**src/rtl/cache_refill_arbiter.sv**
```systemverilog
// Arbitrates one memory port between ICache and DCache miss handlers, running
// optional dirty write-back bursts followed by line refill bursts.
module cache_refill_arbiter #(
  parameter int LINE_WORDS = 8,
  parameter int IDX_W      = 3
) (
  input  logic             CPU_CLK,
  input  logic             CPU_RST,
  input  logic             ic_miss,
  input  logic [31:0]      ic_addr,
  input  logic             dc_miss,
  input  logic             dc_dirty,
  input  logic [31:0]      dc_addr,
  input  logic [31:0]      dc_victim_addr,
  input  logic [31:0]      dc_wdata,
  output logic [IDX_W-1:0] wb_idx,
  output logic             ic_done,
  output logic             dc_done,
  output logic             refill_we,
  output logic             refill_sel,
  output logic [IDX_W-1:0] refill_idx,
  output logic [31:0]      refill_data,
  output logic             mem_req,
  output logic             mem_we,
  output logic [31:0]      mem_addr,
  output logic [31:0]      mem_wdata,
  input  logic [31:0]      mem_rdata,
  input  logic             mem_ack
);

  localparam int BASE_W = 32 - IDX_W - 2;

  typedef enum logic [1:0] {S_IDLE, S_WB, S_RD, S_DONE} state_t;

  state_t            r_state, w_state_nxt;
  logic [IDX_W-1:0]  r_idx, w_idx_nxt;
  logic              r_sel, w_sel_nxt;
  logic              r_last, w_last_nxt;
  logic [BASE_W-1:0] r_base, w_base_nxt;
  logic              w_last_word;
  logic              w_grant_d;
  logic              w_unused_offsets;

  // Offset bits of the incoming addresses never reach the memory port.
  assign w_unused_offsets = ^{ic_addr[IDX_W+1:0], dc_addr[IDX_W+1:0],
                              dc_victim_addr[IDX_W+1:0]};

  assign w_last_word = (r_idx == IDX_W'(LINE_WORDS - 1));
  // D wins when alone, or on a conflict when I held the previous grant.
  assign w_grant_d   = dc_miss & (~ic_miss | ~r_last);

  always_ff @(posedge CPU_CLK or posedge CPU_RST) begin
    if (CPU_RST) begin
      r_state <= S_IDLE;
      r_idx   <= '0;
      r_sel   <= 1'b0;
      r_last  <= 1'b0;
    end else begin
      r_state <= w_state_nxt;
      r_idx   <= w_idx_nxt;
      r_sel   <= w_sel_nxt;
      r_last  <= w_last_nxt;
    end
  end

  always_ff @(posedge CPU_CLK) begin
    r_base <= w_base_nxt;
  end

  always_comb begin
    w_state_nxt = r_state;
    w_idx_nxt   = r_idx;
    w_sel_nxt   = r_sel;
    w_last_nxt  = r_last;
    w_base_nxt  = r_base;
    wb_idx      = '0;
    ic_done     = 1'b0;
    dc_done     = 1'b0;
    refill_we   = 1'b0;
    refill_sel  = 1'b0;
    refill_idx  = '0;
    refill_data = mem_rdata;
    mem_req     = 1'b0;
    mem_we      = 1'b0;
    mem_addr    = '0;
    mem_wdata   = '0;

    case (r_state)
      S_IDLE: begin
        if (ic_miss || dc_miss) begin
          w_sel_nxt  = w_grant_d;
          w_last_nxt = w_grant_d;
          w_idx_nxt  = '0;
          if (w_grant_d && dc_dirty) begin
            w_base_nxt  = dc_victim_addr[31:IDX_W+2];
            w_state_nxt = S_WB;
          end else begin
            w_base_nxt  = w_grant_d ? dc_addr[31:IDX_W+2] : ic_addr[31:IDX_W+2];
            w_state_nxt = S_RD;
          end
        end
      end
      S_WB: begin
        mem_req   = 1'b1;
        mem_we    = 1'b1;
        mem_addr  = {r_base, r_idx, 2'b00};
        wb_idx    = r_idx;
        mem_wdata = dc_wdata;
        if (mem_ack) begin
          w_idx_nxt = r_idx + IDX_W'(1);
          if (w_last_word) begin
            w_idx_nxt   = '0;
            w_base_nxt  = dc_addr[31:IDX_W+2];
            w_state_nxt = S_RD;
          end
        end
      end
      S_RD: begin
        mem_req    = 1'b1;
        mem_addr   = {r_base, r_idx, 2'b00};
        refill_we  = mem_ack;
        refill_sel = r_sel;
        refill_idx = r_idx;
        if (mem_ack) begin
          w_idx_nxt = r_idx + IDX_W'(1);
          if (w_last_word) w_state_nxt = S_DONE;
        end
      end
      S_DONE: begin
        ic_done     = ~r_sel;
        dc_done     = r_sel;
        w_state_nxt = S_IDLE;
      end
      default: w_state_nxt = S_IDLE;
    endcase
  end

endmodule
```
**config.mk**
```make
export PLATFORM = sky130hd
export DESIGN_NAME = cache_refill_arbiter
export DESIGN_NICKNAME = d
export VERILOG_FILES = /design/src/rtl/cache_refill_arbiter.sv
export SDC_FILE = /design/constraint.sdc
export NUM_CORES = 1
export LEC_CHECK = 0
export CAP_MARGIN = 20
export CORE_AREA = 5 5 104 106
export DETAILED_ROUTE_END_ITERATION = 6
export DIE_AREA = 0 0 109 111
export PLACE_DENSITY = 0.76
export REMOVE_ABC_BUFFERS = 1
export SYNTH_ARGS = -nofsm -noshare
export SYNTH_HDL_FRONTEND = slang
export SYNTH_SLANG_ARGS = --single-unit
```
**constraint.sdc**
```tcl
create_clock -name CPU_CLK -period 3.78 [get_ports CPU_CLK]
set_input_delay 1.134 -clock CPU_CLK [delete_from_list [all_inputs] [get_ports CPU_CLK]]
set_output_delay 1.134 -clock CPU_CLK [all_outputs]
set_load 0.03 [all_outputs]
```
Word-level counts from Yosys, hierarchy flattened. Index checks and enable logic that the tools add are counted.

Input port bits: 166. Word-level logic and storage cells: 56. Register bits after elaboration: 33.

Equal/unequal tests: 9. Multiplexer cells: 28. $add $sub $neg: 1. Bitwise operators: 4. Reduce and logical (&&, ||, !) cells: 10.

Operator list (number): 27-bit 2-to-1 mux (5); 32-bit 2-to-1 mux (2); 27-bit one-hot mux with 2 select lines (1); 3-bit 2-to-1 mux (6); 2-bit 2-to-1 mux (6); 2-bit inequality test (second input constant) (5); 3-bit one-hot mux with 3 select lines (1); 2-bit one-hot mux with 4 select lines (1); 4-bit AND reduction (2); 1-bit 2-to-1 mux (6); 5-bit AND reduction (1); 2-bit equality test (second input constant) (2); 3-bit by 1-bit adder with 3-bit output (second input constant) (1); 3-bit equality test (second input constant) (1); 3-bit nonzero test (1); 2-bit by 1-bit equality test with 1-bit output (second input constant) (1); 2-bit zero test (1); 1-bit inverter (2); 2-bit AND reduction (1); 2-bit nonzero test (1); 2-bit OR reduction (1); 1-bit AND (1); 1-bit logical AND (1); 1-bit logical OR (1); 1-bit bitwise OR (1).

Depth between registers and ports, before layout.
Word-level depth: 7. Mapped depth: 7. Gate-level depth less buffers: 6.

Worst setup path before layout. No wires, ideal clock.

Path kind: input to register. Start point: input port ic_miss. End point: register r_base[0] (enable). Data required time: 3.366 ns. Data arrival time: 2.623 ns. Setup slack: 0.743 ns. Cell stages on the path: 3. Buffers on the path: 0. Path through: nor2_1 a21oi_1 nor2b_1.

Word-level cells in the longest chain between the ends: 3.

Ends and longest elaborated chain: start: declaration (line 9) `input logic ic_miss,`; 1-bit logical OR (line 90) `if (ic_miss || dc_miss) begin`; 2-bit inequality test (no line); 4-bit AND reduction (no line); end signal: assignment (line 67) `r_base <= w_base_nxt;`; end: declaration (line 39) `logic [BASE_W-1:0] r_base, w_base_nxt;`.

Every way passes these cells. A chain may end at the register's enable or synchronous reset.

Worst setup path after layout.
Start point: input port mem_ack. End point: output port refill_we.

Word-level cells in the longest chain between the ends: 1.

Ends and longest elaborated chain: start: declaration (line 28) `input logic mem_ack`; 1-bit 2-to-1 mux (line 88) `case (r_state)`; end: declaration (line 19) `output logic refill_we,`.

Every way passes these cells.

==> impl_results.md <==
- LEAKAGE: around 1.7 nW
- PortBufs: roughly 190
- Most frequent CP cell: clkdlybuf4s50_1
- Syn_area_per_cell: around 9.3 µm²
- Worst-case clock buffer depth: 2
- Worst Setup Start Kind: input pin
- CORE AREA: 9680 µm²
- Gate Count Post-Synth: 278
- Psw: approximately 0.0015 W
- Fin crit period: 3.57 ns
- Pwr Density: 730 nW/µm²
- Yosys top cell area share: 0.312
- Pint: between 0.0015 and 0.002 W
- Clock Skew: approximately 0.008 ns
- Post-synthesis async set-or-reset flop share: 0.182
- Routed WL: between 10,000 and 15,000 µm
- Setup TNS: 0 ns
- Die X: between 100 and 150 µm
- Routed vias: around 2,500
- GR Overflow Total: 0
- Initial antenna violation count: 0
- CTS Sinks: 33
- Least-Margin Pin Slew: about 0.71 ns
- Comb power frac: 0.686
- Crit path DAT: between 2 and 2.5 ns
- Synth cell types: 31
- Hold path start: r_last
- Starting DRT DRC Count: 57
- CTS buffer count: 5
- Later-pin clock latency in the skew report: approximately 0.29 ns
- Largest net degree at the start of global routing: 37
- First-pass GRT wire length: 14,700 µm
- Crit-path max FO: 2
- Placement Setup Slack: approximately 0.18 ns
- CTS tree: built
- Area growth syn-to-layout: 75.0%
- Post-Syn Area: between 2000 and 3000 µm²
- Hold Crit Class: flip-flop to flip-flop
- Worst-path clk slew: ~0.070 ns
- GPL Wtd Cong: 0.754
- Final-report setup violation count: 0
- Bufs and invs on worst path: 2
- RSZ-0062 raised after global routing: no
- Switching portion of total power: 0.454
- Worst hold slack: roughly 0.6 ns
- Sequential area share after synthesis: 0.370
- Antenna-violating nets left: 0
- Status: finished, final reports clean
- VDD IR-drop max: 0.290 mV
- Final WS setup: approximately 0.21 ns
- Crit path max-delay cell type: clkdlybuf4s50_1
- CP top delay family: buffers and inverters
- # diodes: 0
- Initial core utilization: 0.268
- Non-filler cells, final: roughly 570
- CTS H-tree lvls: 2
- MaxCap Viol Count: 0
- Row Count: 36
- Setup crit end kind: output port
- Seq cells post-synth: 33
- Part of the power in registers: 0.191
- Root Buffer: clkbuf_8
- Drt pass-1 iters: 4
- Vias in the first global route: roughly 2,600
- Die Area: roughly 12,000 µm²
- Post-synth top area cell: edfxtp_1
- Slew Viols, Final: 0
- Critical Path, Cell by Cell: clkdlybuf4s50_1, and2_1, clkdlybuf4s50_1
- Detailed Place HPWL: about 8700 µm
- Clock power share: 0.122
- CP max stage delay: approximately 0.67 ns
- Synth top area cells: edfxtp_1 31%, and2_1 17%, buf_4 9.8%, o22ai_2 9.6%, nor2_1 8.4%
- WP data required: 2.65 ns
- Share of layout cells above drive strength 1: 0.0934
- Post-DR wirelength/cell: 17.9 µm
- I/O pin count: 274
- GRT Total Usage: 0.164
- F_max: 280 MHz
- Residual DRC: 0
- Die span in y: between 100 and 150 µm
- Post-DR vias/cell: between 4 and 5
- Nets: roughly 600
- Post-placement cell count: 564
- Number of synthesized flops with an enable pin: 27
- Final core occ: 0.469
- Slew headroom: 0.524
- Crit path launch: mem_ack
- YS warnings: 0
- Fin. Hold Viols: 0
- Main flop type after synthesis: edfxtp_1
- Period utilization: 0.944
- WS Path Type: input pin to output port
- Worst r2r src: r_state[1]
-- cells in the mapped netlist, drive strengths merged (3+ instances only) --
master and n:
a21oi 4, dfrtp 6, nor2 58, clkbuf 7, ha 8, and2 69, buf 40, mux2i 4
inv 8, o21ai 3, nor2b 3, o22ai 27, edfxtp 27
-- registers in the layout, summed over array words and instances (netlist names) --
register and count:
r_state 2, r_idx 3, r_base 27, r_last 1
-- power groups by stage --
stage	clock [W]	combinational [W]	sequential [W]
2_1_floorplan	0	0.00130	0.000628
3_3_place_gp	0	0.00228	0.000635
3_5_place_dp	0	0.00231	0.000643
4_1_cts	0.000418	0.00232	0.000636
5_1_grt	0.000434	0.00245	0.000648
6_report	0.000406	0.00228	0.000634
-- repair_timing --
item	CTS	global route
hold buffers	0	0
buffers inserted	0	0
hold endpoints to repair	0	0
resized for setup	0	1
setup endpoints to repair	0	17
-- per-layer routing --
layer  wire length (µm)  vias to the layer above  share of wire  GRT usage
met2               4280                      196           0.42      0.245
met1               4070                     1128           0.40      0.192
met3               1720                        6           0.17      0.107
li1                   -                     1209              -          -
met4                 75                        2         0.0073     0.0387
met5                 62                        -         0.0061     0.0536
-- layout by cell type (no fill, tap or decap), types with 2 or more instances in the layout --
cell,synthesis,final
edfxtp_1,27,27
mux2i_1,4,4
buf_4,34,7
bufinv_16,0,2
o21ai_0,3,3
nor2_1,58,58
conb_1,1,2
clkbuf_8,0,5
clkdlybuf4s50_1,0,192
o211ai_1,2,2
nor2b_1,3,2
o22ai_2,20,20
ha_1,8,7
a21oi_1,3,3
nand2_1,2,2
o22ai_1,7,7
inv_1,8,8
and2_1,69,69
dfrtp_1,6,6
-- kinds of logic after synthesis --
kind of cell | Yosys count | share of synthesized area
mux | 6 | 0.0241
simple gates | 136 | 0.272
other cells | 1 | 0.00145
flops | 33 | 0.370
fa+ha+maj | 8 | 0.0386
buf+inv | 55 | 0.143
compound gates | 39 | 0.150
-- final timing paths --
| kind | endpoint | slack, ns | depth (start not counted) |
|---|---|---|---|
| worst max-delay path | refill_we | 0.21 | 3 |
| worst min-delay path | r_last | 0.60 | 1 |
| worst max register to register | r_base[0] | 1.68 | 6 |
| worst min register to register | r_last | 0.60 | 1 |
| max in group asynchronous | r_last | 2.47 | 2 |
| min in group asynchronous | r_idx[1] | 1.11 | 2 |
-- per-stage QoR --
stage	area, µm²	total power (W)
floorplan	2260	0.00193
global placement	4400	0.00292
detailed placement	4400	0.00295
CTS	4540	0.00337
global route	4540	0.00353
finish	4540	0.00332
-- cell type report --
| type | instances | area (µm²) |
|---|---|---|
| repair buffers | 199 | 1970 |
| well taps | 133 | 166 |
| clock buffers | 5 | 68.8 |
| clock inverters | 3 | 68.8 |
| fillers | 915 | 5140 |
| flip-flops and latches | 33 | 961 |
| inverters | 8 | 30.0 |
| multi-input cells | 191 | 1270 |
(Power assumes the default switching activity.)
